$ cat src/rtl/scl_edge_pkg.sv
// scl_edge_pkg: shared defaults and helpers for the multi-channel SCL/SDA edge filter
package scl_edge_pkg;
    localparam int NCH_DEF = 2;
    localparam int SYNC_STAGES_DEF = 2;
    localparam int FILT_LEN_DEF = 4;
    localparam logic RESET_LEVEL_DEF = 1'b1;

    function automatic int cnt_width(input int filt_len);
        return $clog2(filt_len + 1);
    endfunction
endpackage

$ cat src/rtl/scl_edge_chan.sv
// scl_edge_chan: one line's synchroniser, glitch filter, registered edge pulses and sticky flags
module scl_edge_chan
    import scl_edge_pkg::*;
#(
    parameter int SYNC_STAGES = SYNC_STAGES_DEF,
    parameter int FILT_LEN = FILT_LEN_DEF,
    parameter logic RESET_LEVEL = RESET_LEVEL_DEF
) (
    input  logic clk,
    input  logic n_rst,
    input  logic line_i,
    input  logic bypass_i,
    input  logic clr_i,
    output logic filt_o,
    output logic rise_o,
    output logic fall_o,
    output logic rise_seen_o,
    output logic fall_seen_o
);
    localparam int CW = cnt_width(FILT_LEN);
    localparam logic [CW-1:0] CNT_MAX = CW'(FILT_LEN - 1);

    logic [SYNC_STAGES-1:0] sync_q, sync_d;
    logic [CW-1:0] cnt_q, cnt_d;
    logic filt_q, filt_d, rise_q, rise_d, fall_q, fall_d;
    logic rs_q, rs_d, fs_q, fs_d;
    logic s, accept;

    // a new level is accepted once it has persisted FILT_LEN cycles; the count is capped by acceptance
    always_comb begin
        s = sync_q[SYNC_STAGES-1];
        accept = (s != filt_q) && (bypass_i || cnt_q == CNT_MAX);
        sync_d = {sync_q[SYNC_STAGES-2:0], line_i};
        filt_d = accept ? s : filt_q;
        cnt_d = (s == filt_q || accept || bypass_i) ? '0 : cnt_q + CW'(1);
        rise_d = accept & s;
        fall_d = accept & ~s;
        rs_d = rise_q | (rs_q & ~clr_i);
        fs_d = fall_q | (fs_q & ~clr_i);
    end

    // state registers; reset level on the sync chain avoids a spurious edge at reset release
    always_ff @(posedge clk or negedge n_rst) begin
        if (!n_rst) begin
            sync_q <= {SYNC_STAGES{RESET_LEVEL}};
            filt_q <= RESET_LEVEL;
            cnt_q <= '0;
            rise_q <= 1'b0;
            fall_q <= 1'b0;
            rs_q <= 1'b0;
            fs_q <= 1'b0;
        end else begin
            sync_q <= sync_d;
            filt_q <= filt_d;
            cnt_q <= cnt_d;
            rise_q <= rise_d;
            fall_q <= fall_d;
            rs_q <= rs_d;
            fs_q <= fs_d;
        end
    end

    assign filt_o = filt_q;
    assign rise_o = rise_q;
    assign fall_o = fall_q;
    assign rise_seen_o = rs_q;
    assign fall_seen_o = fs_q;
endmodule

$ cat src/rtl/scl_edge_filt.sv
// scl_edge_filt: NCH independent filtered edge detectors for asynchronous bus lines
module scl_edge_filt
    import scl_edge_pkg::*;
#(
    parameter int NCH = NCH_DEF,
    parameter int SYNC_STAGES = SYNC_STAGES_DEF,
    parameter int FILT_LEN = FILT_LEN_DEF,
    parameter logic RESET_LEVEL = RESET_LEVEL_DEF
) (
    input  logic           clk,
    input  logic           n_rst,
    input  logic [NCH-1:0] line_in,
    input  logic           filt_bypass,
    input  logic [NCH-1:0] flag_clr,
    output logic [NCH-1:0] line_filt,
    output logic [NCH-1:0] rising_edge_found,
    output logic [NCH-1:0] falling_edge_found,
    output logic [NCH-1:0] rise_seen,
    output logic [NCH-1:0] fall_seen
);
    genvar g;
    for (g = 0; g < NCH; g++) begin : g_ch
        scl_edge_chan #(
            .SYNC_STAGES(SYNC_STAGES),
            .FILT_LEN(FILT_LEN),
            .RESET_LEVEL(RESET_LEVEL)
        ) u_chan (
            .clk(clk),
            .n_rst(n_rst),
            .line_i(line_in[g]),
            .bypass_i(filt_bypass),
            .clr_i(flag_clr[g]),
            .filt_o(line_filt[g]),
            .rise_o(rising_edge_found[g]),
            .fall_o(falling_edge_found[g]),
            .rise_seen_o(rise_seen[g]),
            .fall_seen_o(fall_seen[g])
        );
    end
endmodule
$ cat config.mk
export PLATFORM = sky130hd
export DESIGN_NAME = scl_edge_filt
export DESIGN_NICKNAME = d
export VERILOG_FILES = /design/src/rtl/scl_edge_pkg.sv /design/src/rtl/scl_edge_chan.sv /design/src/rtl/scl_edge_filt.sv
export SDC_FILE = /design/constraint.sdc
export NUM_CORES = 1
export LEC_CHECK = 0
export ABC_AREA = 1
export ABC_CLOCK_PERIOD_IN_PS = 1600
export CAP_MARGIN = 5
export CORE_MARGIN = 2
export CORE_UTILIZATION = 50
export DETAILED_ROUTE_END_ITERATION = 12
export DONT_BUFFER_PORTS = 1
export HOLD_SLACK_MARGIN = 0.15
export PLACE_DENSITY = 0.77
export SLEW_MARGIN = 30
export SYNTH_ARGS = -nofsm -noshare
export SYNTH_HDL_FRONTEND = slang
export SYNTH_SLANG_ARGS = --single-unit
$ cat constraint.sdc
create_clock -name clk -period 1.6 [get_ports clk]
set_clock_uncertainty 0.15 [all_clocks]
set_input_delay 0.16 -clock clk [delete_from_list [all_inputs] [get_ports clk]]
set_output_delay 0.16 -clock clk [all_outputs]
set_load 0.03 [all_outputs]
## After elaboration in Yosys (flattened, before gate mapping)

Cells that the tools add are included.

- Output and inout port bits: 10
- Bits in latches: 0
- Memory bits (writable): 0
- Input bits: 7
- Memories kept: 0
- Bits in registers: 20
- Word-level logic and storage cells: 48
- Memory bits (read-only): 0

- Equality and inequality tests: 6
- Shifts and indexed selects: 0
- Multiplexer cells: 2
- $lt $le $gt $ge: 0
- Bitwise logic cells: 16
- Divide/modulo/power cells: 0
- Multiply operators: 0
- Reductions and logical operators: 8
- Add/subtract/negate cells: 2

Operators with widths:

| operator | number |
|---|---|
| $and A1 B1 Y1 | 8 |
| $add A3 B1 Y3 const B | 2 |
| $eq A3 B2 Y1 const B | 2 |
| $logic_or A1 B1 Y1 | 6 |
| $mux W3 | 2 |
| $not A1 Y1 | 4 |
| $or A1 B1 Y1 | 4 |
| $eq A1 B1 Y1 | 2 |
| $logic_and A1 B1 Y1 | 2 |
| $ne A1 B1 Y1 | 2 |

## Longest topological paths before layout

- Word-level depth: 6
- Depth in mapped cells: 5
- Depth with buffers taken out: 5

## Cells and area by module

From an unflattened synthesis, not the netlist that was laid out.

- Cells, all modules: 62
- Area total of the unflattened synthesis: 755.7 µm²

Modules (own cells, without submodules):

| module | sequential area each (µm²) | area an instance (µm²) | cells each | times used |
|---|---|---|---|---|
| scl_edge_chan | 254.0 | 377.9 | 31 | 2 |

## Worst setup path before layout

No wires, ideal clock.

- Kind: reg-to-reg
- From: reg g_ch[0].u_chan.cnt_q[0]
- To: reg g_ch[0].u_chan.cnt_q[0]
- Required time: 1.378 ns
- Slack: 0.300 ns
- Arrival time: 1.078 ns
- Cell stages (with the launch flop): 6
- Clock period less this slack: 1.300 ns
- Path buffers: 0
- Path through: dfrtp_1 > ha_1 > ha_1 > nor2_4 > nand3_1 > nor2_1

- Word-level cells in the longest chain between the ends: 6

RTL lines:

| item | RTL line | source |
|---|---|---|
| start: declaration | scl_edge_chan.sv:24 | `logic [CW-1:0] cnt_q, cnt_d;` |
| start signal: assignment | scl_edge_chan.sv:55 | `cnt_q <= cnt_d;` |
| $eq A3 B2 Y1 | scl_edge_chan.sv:32 | `accept = (s != filt_q) && (bypass_i \|\| cnt_q == CNT_MAX);` |
| $logic_or A1 B1 Y1 | scl_edge_chan.sv:32 |  |
| $logic_and A1 B1 Y1 | scl_edge_chan.sv:32 |  |
| $logic_or A1 B1 Y1 (2 in a row) | scl_edge_chan.sv:35 | `cnt_d = (s == filt_q \|\| accept \|\| bypass_i) ? '0 : cnt_q + CW'(1);` |
| $mux W3 (*) | scl_edge_chan.sv:35 |  |
| named net g_ch[0].u_chan.cnt_d[0] | scl_edge_chan.sv:24 |  |

The timed path passes the listed nets; every way through them passes the cells marked *.
A chain may end at the register's enable or synchronous reset.

## Worst setup path after layout

- From: reg g_ch[0].u_chan.cnt_q[0]
- To: reg g_ch[0].u_chan.cnt_q[1]

Same word-level chain as after synthesis.

==> flow_summary.ini <==
[run_status]
status = complete, no violations

[global_route]
grtUsageMet2_pct = 18.55
grt_pass1_vias = 430
grt-ovfl-total = 0
track_usage_pct = 12.18
grtUsageMet1_pct = 14.36
grt_max_degree = 21
use_met3_pct = 2.449
busiest_layer = met2
antenna_found_initial = 0
grt_pass1_wl_um = 1662

[synthesis]
synth_common_cells = 14 x dfrtp_1, 12 x inv_1, 10 x buf_4
mappedNetlistArea_um2 = 820.8
yosys.area.top_type = dfrtp_1
yosysMostFrequentCell = dfrtp_1
yosysWarningCount = 0
ys_ff_latch = 20
synth.avg_cell_area_um2 = 11.40
synthCells = 72
async_flop_share_pct = 100.0
synth_edf_count = 0
synth_top_flop_cell = dfrtp_1
synth_area_leaders = dfrtp_1 43%, dfstp_2 19%, buf_4 9.1%
yosys.area.top_type_share_pct = 42.68
ys_types = 13
synth_nets = 83
ys_seq_area_share_pct = 61.89

[finish]
drive_gt1_share_pct = 18.06
antenna_cells = 0
fill_cells = 129
nNetsFinal = 85
syn_to_final_growth_pct = 3.963

[detailed_routing]
viasPerCell = 4.875
dr.pass1.iters = 4
wl_um = 925
drc = 0
routedWlPerCell_um = 10.51
dr_total_vias = 429
drt_iter0_drc = 3
antenna_left = 0

[die]
dieArea_um2 = 1982
die_h_um = 44.52
initial_utilization_pct = 53.86
coreArea_um2 = 1524
rows = 14
dieWidth_um = 44.52
top_level_ports = 17

[placement]
routabilityCongestion = 0.6922
portBuffers = 0
dpl.hpwl_um = 666.1

[pwr]
clock_power_share_pct = 24.5
p_switching_uw = 241.3
power-per-cell-area_nw_per_um2 = 1066
seq_power_share_pct = 67.1
switching_share_pct = 26.53
power_leakage_nw = 0.4140
irDropWorstVdd_mv = 0.6865
power.internal_uw = 668.3
combinationalPowerShare_pct = 8.4

[worst_setup_path]
worstPathArrival_ns = 1.46
worstSetupPathType = reg -> reg
required_ns = 1.68
rr_startpoint = g_ch[0].u_chan.cnt_q[0]
worst_setup_path_start_kind = register
cp-end-kind = register
crit_start = g_ch[0].u_chan.cnt_q[0]
cp_max_fo = 5

[clocking]
cts_tree = built
htree_levels = 1
clkTransAtPathRegs_ns = 0.10
root_buffer = clkbuf_4
clock_latency_ns = 0.29
cts_setup_buffers = 0
numClockSinks = 20
numCtsBuffers = 3
clk_path_buf_depth = 2

[timing]
tns_ns = 0
tightestPinTransition_ns = 0.4218
clock.fmax_ghz = 0.7269
finalCritPeriodShare_pct = 85.99
whs_ns = 0.1739
hold_viol = 0
period_needed_ns = 1.376
report.final.slew_viol_count = 0
rsz0062_at_grt = false
setup_violations = 0
slew_headroom_pct = 71.88

[flow_run]
drv_cap = 0

[hold_path]
hold_path.class = in -> async
## power groups by stage
stage	Clock [mW]	Combinational [mW]	Sequential [mW]
global placement	0	0.0499	0.620
CTS	0.242	0.0771	0.611
floorplan	0	0.118	0.572
detailed placement	0	0.0536	0.621
finish	0.223	0.0761	0.610
global route	0.262	0.0892	0.616
## cells in the final DEF, fill, tap and decap left out
master	synthesis	final
buf_2	0	1
nor2_1	6	6
clkbuf_4	0	3
dlygate4sd3_1	0	6
ha_1	4	4
inv_1	12	12
o21ai_0	2	2
nand3_2	1	1
nor3_1	4	4
nand3_1	1	1
nand2_1	6	6
dfstp_2	6	6
nor2_4	2	2
dfrtp_1	14	14
o21bai_1	4	4
## path summary, 6_finish.rpt
check / end / slack (ns) / depth (start not counted)
setup / recovery: g_ch[0].u_chan.cnt_q[1] / 0.22 / 5
hold / removal: g_ch[0].u_chan.fall_o / 0.17 / 2
setup reg to reg: g_ch[0].u_chan.cnt_q[1] / 0.22 / 5
hold reg to reg: g_ch[0].u_chan.sync_q[1] / 0.21 / 0
max in group asynchronous: g_ch[1].u_chan.filt_o / 0.80 / 2
min in group clk: g_ch[0].u_chan.sync_q[1] / 0.21 / 0
## critical path, cell delays in order, from the launching register on
cell,delay (ns)
dfrtp_1,0.39
ha_1,0.19
ha_1,0.20
nor2_4,0.14
nand3_1,0.13
nor2_1,0.11
## stage by stage
step | cells | power [mW] | area (um2) | setup WS [ns] | util, %
5_1_grt | 88 | 0.9673 | 853.3 | 0.1141 | 55.99
3_5_place_dp | 78 | 0.6745 | 765.7 | 0.2257 | 50.25
3_3_place_gp | 78 | 0.6700 | 765.7 | 0.2459 | 50.25
4_1_cts | 87 | 0.9303 | 848.3 | 0.2039 | 55.67
2_1_floorplan | 72 | 0.6905 | 820.8 | 0.3002 | -
6_report | 88 | 0.9095 | 853.3 | 0.2242 | 55.99
## routing by layer
metal  up-vias  wire [um]  part of all wire (%)
li1        212          -                     -
met1       197        401                    43
met2        17        412                    45
met3         3         79                   8.5
met4         0         32                   3.5
met5         -          0                     0
## cells by family after synthesis
| family | share of synthesized area (%) |
|---|---|
| AO/OA/AOI/OAI | 4.878 |
| flip-flops | 61.89 |
| AND/OR/NAND/NOR | 12.50 |
| adder cells (fa/ha/maj) | 6.098 |
| buffers and inverters | 14.63 |
## sequential cells by signal, indices dropped and copies added, names as in the netlist
signal and cells:
g_ch.u_chan.rise_seen_o 2, g_ch.u_chan.rise_o 2, g_ch.u_chan.filt_o 2, g_ch.u_chan.fall_o 2, g_ch.u_chan.fall_seen_o 2, g_ch.u_chan.sync_q 4
g_ch.u_chan.cnt_q 6
## repair_timing
item                                    CTS  global route
endpoints found under the setup margin    0             0
gates resized for setup                   0             0
hold endpoints to repair                 38            20
hold buffers                              6             1
## final cells by class
type                            count  area, um2  share of cell area, %
Clock buffer                        3      22.52                  2.639
Inverter                           12      45.04                  5.279
Multi-Input combinational cell     30      192.7                  22.58
Sequential cell                    20      508.0                  59.53
Tap cell                           16      20.02                  2.346
Timing Repair Buffer                7      65.06                  7.625
Note: power is estimated with default switching activity, not from simulation.
